**src/rtl/mbtrain_rx_pkg.sv**
```systemverilog
// rtl/mbtrain_rx_pkg.sv - state encoding, code map and index width for the MBTRAIN step responder
package mbtrain_rx_pkg;

  typedef enum logic [2:0] {
    ST_IDLE      = 3'd0,
    ST_WAIT_REQ  = 3'd1,
    ST_SEND_RESP = 3'd2,
    ST_DONE      = 3'd3,
    ST_ERROR     = 3'd4
  } state_t;

  // One extra bit so the index can also represent N_PAIRS itself
  function automatic int idx_width(input int n_pairs);
    return $clog2(n_pairs) + 1;
  endfunction

  localparam int N_PAIRS_DEF = 2;
  localparam int IDX_W       = idx_width(N_PAIRS_DEF);

  function automatic int unsigned req_code(input int unsigned k);
    return 2 * k + 1;
  endfunction

  function automatic int unsigned resp_code(input int unsigned k);
    return 2 * k + 2;
  endfunction

endpackage

```
**src/rtl/sb_valid_arbiter.sv**
```systemverilog
// rtl/sb_valid_arbiter.sv - sideband valid/pending handshake shared by the RX and TX step engines
module sb_valid_arbiter (
  input  logic clk,
  input  logic rst,
  input  logic clr,
  input  logic set,
  input  logic blocked,
  input  logic busy_negedge,
  output logic valid,
  output logic valid_fall
);

  logic pending;
  logic valid_d;

  always_ff @(posedge clk) begin
    if (rst || clr) begin
      pending <= 1'b0;
      valid   <= 1'b0;
      valid_d <= 1'b0;
    end else begin
      valid_d <= valid;
      if (set)
        pending <= 1'b1;
      else if (busy_negedge && valid)
        pending <= 1'b0;
      // An acceptance pulse wins over a simultaneous raise; pending retries it next cycle
      if (busy_negedge)
        valid <= 1'b0;
      else if ((set || pending) && !blocked)
        valid <= 1'b1;
    end
  end

  assign valid_fall = valid_d & ~valid;

endmodule

```
**src/rtl/mbtrain_step_rx.sv**
```systemverilog
// rtl/mbtrain_step_rx.sv - partner-side responder answering N_PAIRS sideband request/response pairs
// Optional handshake timeout: define MBTRAIN_RX_TIMEOUT_EN.
module mbtrain_step_rx
  import mbtrain_rx_pkg::*;
#(
  parameter int MSG_W       = 4,
  parameter int N_PAIRS     = 2,
  parameter int TIMEOUT_W   = 16,
  parameter int TIMEOUT_CYC = 8000
) (
  input  logic                     clk,
  input  logic                     rst,
  input  logic                     i_en,
  input  logic [MSG_W-1:0]         i_decoded_sideband_message,
  input  logic                     i_valid_tx,
  input  logic                     i_busy_negedge_detected,
  output logic [MSG_W-1:0]         o_sideband_message,
  output logic                     o_valid_rx,
  output logic [$clog2(N_PAIRS):0] o_pair_idx,
  output logic                     o_test_ack,
  output logic                     o_error
);

  localparam int PIDX_W = idx_width(N_PAIRS);
  localparam logic [PIDX_W-1:0] LAST_IDX = PIDX_W'(N_PAIRS - 1);

  if (N_PAIRS < 1 || N_PAIRS > (1 << (MSG_W - 1)) - 1 || TIMEOUT_W < 1 || TIMEOUT_CYC < 1)
  begin : g_bad_cfg
    $error("mbtrain_step_rx: parameter out of range");
  end

  state_t            state;
  logic [PIDX_W-1:0] idx;
  logic [MSG_W-1:0]  req_now;
  logic [MSG_W-1:0]  resp_now;
  logic              abort;
  logic              req_hit;
  logic              resp_done;
  logic              valid_fall;
  logic              to_error;

  assign req_now   = MSG_W'(req_code(32'(idx)));
  assign resp_now  = MSG_W'(resp_code(32'(idx)));
  assign abort     = (state != ST_IDLE) && !i_en;
  assign req_hit   = (state == ST_WAIT_REQ) && i_en && (i_decoded_sideband_message == req_now);
  assign resp_done = (state == ST_SEND_RESP) && valid_fall;

`ifdef MBTRAIN_RX_TIMEOUT_EN
  localparam logic [TIMEOUT_W-1:0] TMO_LAST = TIMEOUT_W'(TIMEOUT_CYC - 1);

  logic [TIMEOUT_W-1:0] tmo_cnt;
  logic                 in_timed;

  assign in_timed = (state == ST_WAIT_REQ) || (state == ST_SEND_RESP);
  // A handshake completing in the final cycle still counts as progress
  assign to_error = in_timed && i_en && (tmo_cnt == TMO_LAST) && !req_hit && !resp_done;

  always_ff @(posedge clk) begin
    if (rst || !in_timed || req_hit || resp_done)
      tmo_cnt <= '0;
    else if (tmo_cnt != '1)
      tmo_cnt <= tmo_cnt + TIMEOUT_W'(1);
  end

  always_ff @(posedge clk) begin
    if (rst || abort)
      o_error <= 1'b0;
    else if (to_error)
      o_error <= 1'b1;
  end
`else
  assign to_error = 1'b0;
  assign o_error  = 1'b0;
`endif

  sb_valid_arbiter u_valid (
    .clk          (clk),
    .rst          (rst),
    .clr          (abort | to_error),
    .set          (req_hit),
    .blocked      (i_valid_tx),
    .busy_negedge (i_busy_negedge_detected),
    .valid        (o_valid_rx),
    .valid_fall   (valid_fall)
  );

  always_ff @(posedge clk) begin
    if (rst || abort) begin
      state              <= ST_IDLE;
      idx                <= '0;
      o_sideband_message <= '0;
      o_test_ack         <= 1'b0;
    end else if (to_error) begin
      state              <= ST_ERROR;
      o_sideband_message <= '0;
    end else begin
      case (state)
        ST_IDLE: begin
          if (i_en) begin
            state <= ST_WAIT_REQ;
            idx   <= '0;
          end
        end
        ST_WAIT_REQ: begin
          if (req_hit) begin
            state              <= ST_SEND_RESP;
            o_sideband_message <= resp_now;
          end
        end
        ST_SEND_RESP: begin
          if (valid_fall) begin
            o_sideband_message <= '0;
            if (idx == LAST_IDX) begin
              state      <= ST_DONE;
              o_test_ack <= 1'b1;
            end else begin
              state <= ST_WAIT_REQ;
              idx   <= idx + PIDX_W'(1);
            end
          end
        end
        default: ;
      endcase
    end
  end

  assign o_pair_idx = idx;

endmodule

```
**config.mk**
```make
export PLATFORM = sky130hd
export DESIGN_NAME = mbtrain_step_rx
export DESIGN_NICKNAME = d
export VERILOG_FILES = /design/src/rtl/mbtrain_rx_pkg.sv /design/src/rtl/sb_valid_arbiter.sv /design/src/rtl/mbtrain_step_rx.sv
export SDC_FILE = /design/constraint.sdc
export NUM_CORES = 1
export LEC_CHECK = 0
export ABC_AREA = 0
export CAP_MARGIN = 15
export CORE_MARGIN = 10
export CORE_UTILIZATION = 45
export DETAILED_ROUTE_END_ITERATION = 10
export PLACE_DENSITY_LB_ADDON = 0.08
export SLEW_MARGIN = 10
export SYNTH_ARGS = -nofsm -noshare
export SYNTH_HDL_FRONTEND = slang
export SYNTH_SLANG_ARGS = --single-unit
```
**constraint.sdc**
```tcl
create_clock -name clk -period 2.3 [get_ports clk]
set_input_delay 0.345 -clock clk [delete_from_list [all_inputs] [get_ports clk]]
set_output_delay 0.345 -clock clk [all_outputs]
set_load 0.1 [all_outputs]
```
Yosys cells after proc, flatten, opt, wreduce, memory -nomap -nowiden
Cells that the tools add are included.

Bits of input ports: 9. Flip-flop bits (word level): 13. Logic and storage cells: 54.

Mux-type cells: 14. Reductions and logical operators: 20. Bitwise gates (word level): 2. Add/sub/neg operators: 3. Equality and inequality tests: 8.

Operator list (count): $mux 3 (3); $pmux 3 s3 (1); $mux 2 (4); $mux 4 (2); $pmux 4 s2 (1); $reduce_and 4->1 (2); $reduce_and 3->1 (2); $reduce_bool 2->1 (3); $reduce_bool 3->1 (2); $logic_and 1x1->1 (5); $add 3x1->4 const B (1); $add 3x2->4 const B (1); $eq 4x4->1 (1); $ne 2x1->1 const B (2); $ne 2x2->1 const B (2); $pmux 2 s2 (1); $eq 3x1->1 const B (1); $eq 3x2->1 const B (1); $logic_not 3->1 (1); $add 2x1->2 const B (1); $eq 2x1->1 const B (1); $logic_not 1->1 (2); $logic_or 1x1->1 (2); $mux 1 (2); 3 further kinds (3).

Logic depth before layout (Yosys ltp)
Depth in word-level cells: 5. Depth in mapped cells: 7. Mapped depth without buffers: 6.

Cells and area by module
Synthesis repeated with hierarchy kept, for this count alone.

Cells, all modules: 73. Area, all modules: 644.4 sq um.

Modules (own cells, without submodules): mbtrain_step_rx (cells each 62, times used 1, area each 528.0 sq um, sequential area each 160.2 sq um); sb_valid_arbiter (cells each 11, times used 1, area each 116.4 sq um, sequential area each 60.1 sq um).

Least setup slack after synthesis
Ideal clock, no wire load.

Kind: register to register. From: reg idx[1] (netlist: o_pair_idx[1]). To: reg idx[0] (netlist: o_pair_idx[0]). Path slack: -0.072 ns. Path buffers: 0. Cell stages (with the launch flop): 7. Required time: 2.174 ns. Arrival time: 2.246 ns. Setup time: 0.126 ns. Cells stage by stage: dfxtp_1 > inv_1 > ha_1 > or3b_2 > a21oi_1 > mux2i_1 > nor2_1.

Word-level cells in the longest chain between the ends: 3.

RTL lines: start: declaration (line mbtrain_step_rx.sv:33) `logic [PIDX_W-1:0] idx;`; start signal: assignment (line mbtrain_step_rx.sv:118) `idx <= idx + PIDX_W'(1);`; $eq 2x1->1 (line mbtrain_step_rx.sv:113) `if (idx == LAST_IDX) begin`; $ne 2x2->1 (no source line); $reduce_and 4->1 (no source line).

Every way passes these cells. A chain may end at the register's enable or synchronous reset.

Final worst setup path
From: in i_decoded_sideband_message[1]. To: reg state[1].

Word-level cells in the longest chain between the ends: 4.

RTL lines: start: declaration (line mbtrain_step_rx.sv:14) `input logic [MSG_W-1:0] i_decoded_sideband_message,`; $eq 4x4->1 (line mbtrain_step_rx.sv:45) `assign req_hit = (state == ST_WAIT_REQ) && i_en && (i_decoded_sideband_message == req_now);`; $logic_and 1x1->1 (line mbtrain_step_rx.sv:45); $ne 2x1->1 (no source line); $reduce_and 4->1 (no source line); end signal: assignment (line mbtrain_step_rx.sv:89) `state <= ST_IDLE;`; end signal: assignment (line mbtrain_step_rx.sv:94) `state <= ST_ERROR;`; end signal: assignment (line mbtrain_step_rx.sv:100) `state <= ST_WAIT_REQ;`; end: declaration (line mbtrain_step_rx.sv:32) `state_t state;`.

Every way passes these cells.

==> impl_metrics.csv <==
group,metric,value,unit
logic_synthesis,yosys.area_share.simple,21.3,%
logic_synthesis,async_reset_ff_share,0,%
logic_synthesis,synth_compound_area_share,15.7,%
clock_network,clk_pin_slew,0.08,ns
cells_and_area,fin_cells,105,
worst_hold_path,hold_end,"o_sideband_message[3]$_SDFFE_PP0P_",
grt,gr-usage-all-layers,8.27,%
floorplan,die_w,57.2,um
logic_synthesis,synth_warnings,0,
drt,wl,1460,um
clock_network,numCtsBuffers,3,
logic_synthesis,synth_flop_cell,"dfxtp_1",
sta,fin_crit_sh,80.2,%
worst_hold_path,min_path_cells,2,
worst_setup_path,worst-path-max-fanout,4,
floorplan,fp-row-count,13,
cells_and_area,fin_util,60.5,%
worst_setup_path,reg2regPathDepth,6,
logic_synthesis,synth-xor-area-share,2.81,%
sta,rsz0062_at_grt,"no",
worst_setup_path,rr_endpoint,"state[1]$_SDFFE_PP0P_",
cells_and_area,antenna_cells,0,
cells_and_area,nNetsFinal,105,
worst_setup_path,end_kind,"register",
run,maxCapViolations,0,
drt,drc_errors,0,
drt,dr.pass1.iters,3,
worst_setup_path,r2r-start,"state[0]$_SDFFE_PP0P_",
sta,min_period,1.85,ns
floorplan,coreArea,0.00130,mm^2
grt,grt_max_degree,10,
drt,vias_per_cell,5.11,
logic_synthesis,avgSynthCellArea,8.54,um^2
drt,antenna_left,0,
worst_setup_path,critPathKind,"input port to register",
grt,antenna_found_initial,0,
power,ir_drop,0.000347,V
worst_setup_path,worstPathRequired,2.50,ns
clock_network,insertion_delay,0.26,ns
logic_synthesis,syn_inst,73,
worst_hold_path,min_path_type,"register to register",
clock_network,cts_setup_buffers,0,
placement,dpl.hpwl,1160,um
cells_and_area,multiInputGateArea,369,um^2
cells_and_area,seq_area,221,um^2
clock_network,cts_tree,"yes",
grt,grt_pass1_wl,2240,um
worst_setup_path,ff2ff_setup_slack,0.45,ns
placement,io_buffers,15,
clock_network,hold_buffers,0,
logic_synthesis,synth_enable_flop_cells,0,
clock_network,clock_sinks,11,
logic_synthesis,yosysUniqueCellTypes,29,
grt,grt_pass1_vias,516,
sta,max_freq,542,MHz
drt,vias,537,
sta,final-hold-violation-count,0,
logic_synthesis,ys_seq_area_share,35.3,%
logic_synthesis,synth_mux_area_share,8.23,%
worst_setup_path,start_kind,"input port",
clock_network,cts_root_buffer,"clkbuf_4",
clock_network,cts_resized,0,
placement,dp_cells,101,
drt,drtIter0Drc,25,
floorplan,dieArea,0.00327,mm^2
sta,fin_tns_setup,0,ns
clock_network,h-tree-depth,1,
power,total_power,0.000606,W
floorplan,initial_core_util,47.9,%
floorplan,die-height,57.2,um
cells_and_area,drive_gt1_share,15.6,%
placement,gp_congestion,0.785,
worst_hold_path,worstHoldStart,"o_sideband_message[3]$_SDFFE_PP0P_",
logic_synthesis,synth_top_family_by_area,"simple AND/OR/NAND/NOR gates",
floorplan,ios,18,
logic_synthesis,syn-cell-area,623,um^2
sta,setup_viol,0,
logic_synthesis,synthAdderAreaFrac,10.0,%
drt,routedWlPerCell,13.9,um
status,status,"finished, final reports clean",
sta,fin_skew,0.00314,ns
worst_setup_path,worstPathArrival,2.04,ns
cells_and_area,fill_cells,131,
grt,gr-total-overflow,0,
cells_and_area,area_growth,26.3,%
sta,slew_violations,0,
power,power.leakage,0.320,nW
clock_network,clk_path_buf_depth,2,
logic_synthesis,ys_ff_latch,11,
power,power_density,771,mW/mm^2
-- state kept, by name, indices dropped and copies added, names as in the netlist --
register / flops
o_pair_idx: 2
o_sideband_message: 3
o_test_ack: 1
state: 2
u_valid.pending: 1
u_valid.valid: 1
u_valid.valid_d: 1
-- placed cells by master (no fill, tap or decap), types with 4 or more instances in the layout --
master            n
a21oi_1           5
buf_4             7
clkdlybuf4s50_1   8
dfxtp_1          10
ha_1              5
inv_1             5
mux2i_1           4
nand2_1           4
nor2_1           10
-- synth_stat cells (2+ instances only) --
cell	n	share of area [%]
nor2_1	10	6.0
ha_1	5	10
or4_1	2	2.4
o221ai_1	2	2.8
inv_1	5	3.0
dfxtp_1	11	35
buf_4	2	2.4
mux2i_1	4	6.4
nor3_1	2	1.6
a21oi_1	5	4.0
o21ai_0	3	2.4
nand2_1	4	2.4
nor2b_1	2	2.0
-- power breakdown --
part	switching, W	internal [W]	total, W
logic	0.000167	0.0000900	0.000258
clock network	0.0000673	0.0000669	0.000134
registers	0.00000952	0.000205	0.000215
-- worst max-delay path: stages --
cell and delay [ns]:
clkdlybuf4s50_1 0.42, xnor2_1 0.33, o221ai_1 0.26, or4b_1 0.55, a21oi_1 0.14
-- through the flow --
stage / hold WS, ns / cell area [um^2] / setup WS [ns]
finish: 0.464 / 787 / 0.455
global route: 0.486 / 787 / 0.310
CTS: 0.473 / 787 / 0.477
detailed placement: 0.461 / 761 / 0.234
global placement: 0.454 / 761 / 0.217
floorplan: 0.424 / 628 / 0.0946
-- worst max path at each step --
stage,start,end,depth (start not counted)
after floorplan,o_pair_idx[0]$_SDFFE_PP0P_,state[1]$_SDFFE_PP0P_,4
after global placement,i_decoded_sideband_message[1],state[1]$_SDFFE_PP0P_,5
after detailed placement,i_decoded_sideband_message[1],state[1]$_SDFFE_PP0P_,5
after CTS,state[0]$_SDFFE_PP0P_,state[1]$_SDFFE_PP0P_,6
after global routing,state[0]$_SDFFE_PP0P_,state[1]$_SDFFE_PP0P_,6
final,i_decoded_sideband_message[1],state[1]$_SDFFE_PP0P_,5
-- cell families (layout without fill, tap and decap cells) --
kind of cell / count (synthesis) / in the layout
adder cells (fa/ha/maj): 5 / 5
XOR/XNOR: 2 / 2
AND/OR/NAND/NOR: 26 / 26
other: 1 / 2
flip-flops: 11 / 11
multiplexers: 5 / 5
buffers and inverters: 8 / 24
AO/OA/AOI/OAI: 15 / 15
-- layout make-up --
class | instances | area share, %
inverters | 5 | 2.38
clock buffers | 4 | 3.34
flip-flops and latches | 11 | 28.1
multi-input cells | 55 | 46.9
repair buffers | 15 | 16.9
well taps | 15 | 2.38
-- per-layer routing --
layer  GRT usage [%]  share of wire, %  up-vias
li1                -                 -      287
met1            9.59                48      241
met4            2.01              0.89        0
met5               0                 0        -
met3            3.32               4.2        2
met2            13.8                47        7
(Power assumes the default switching activity.)
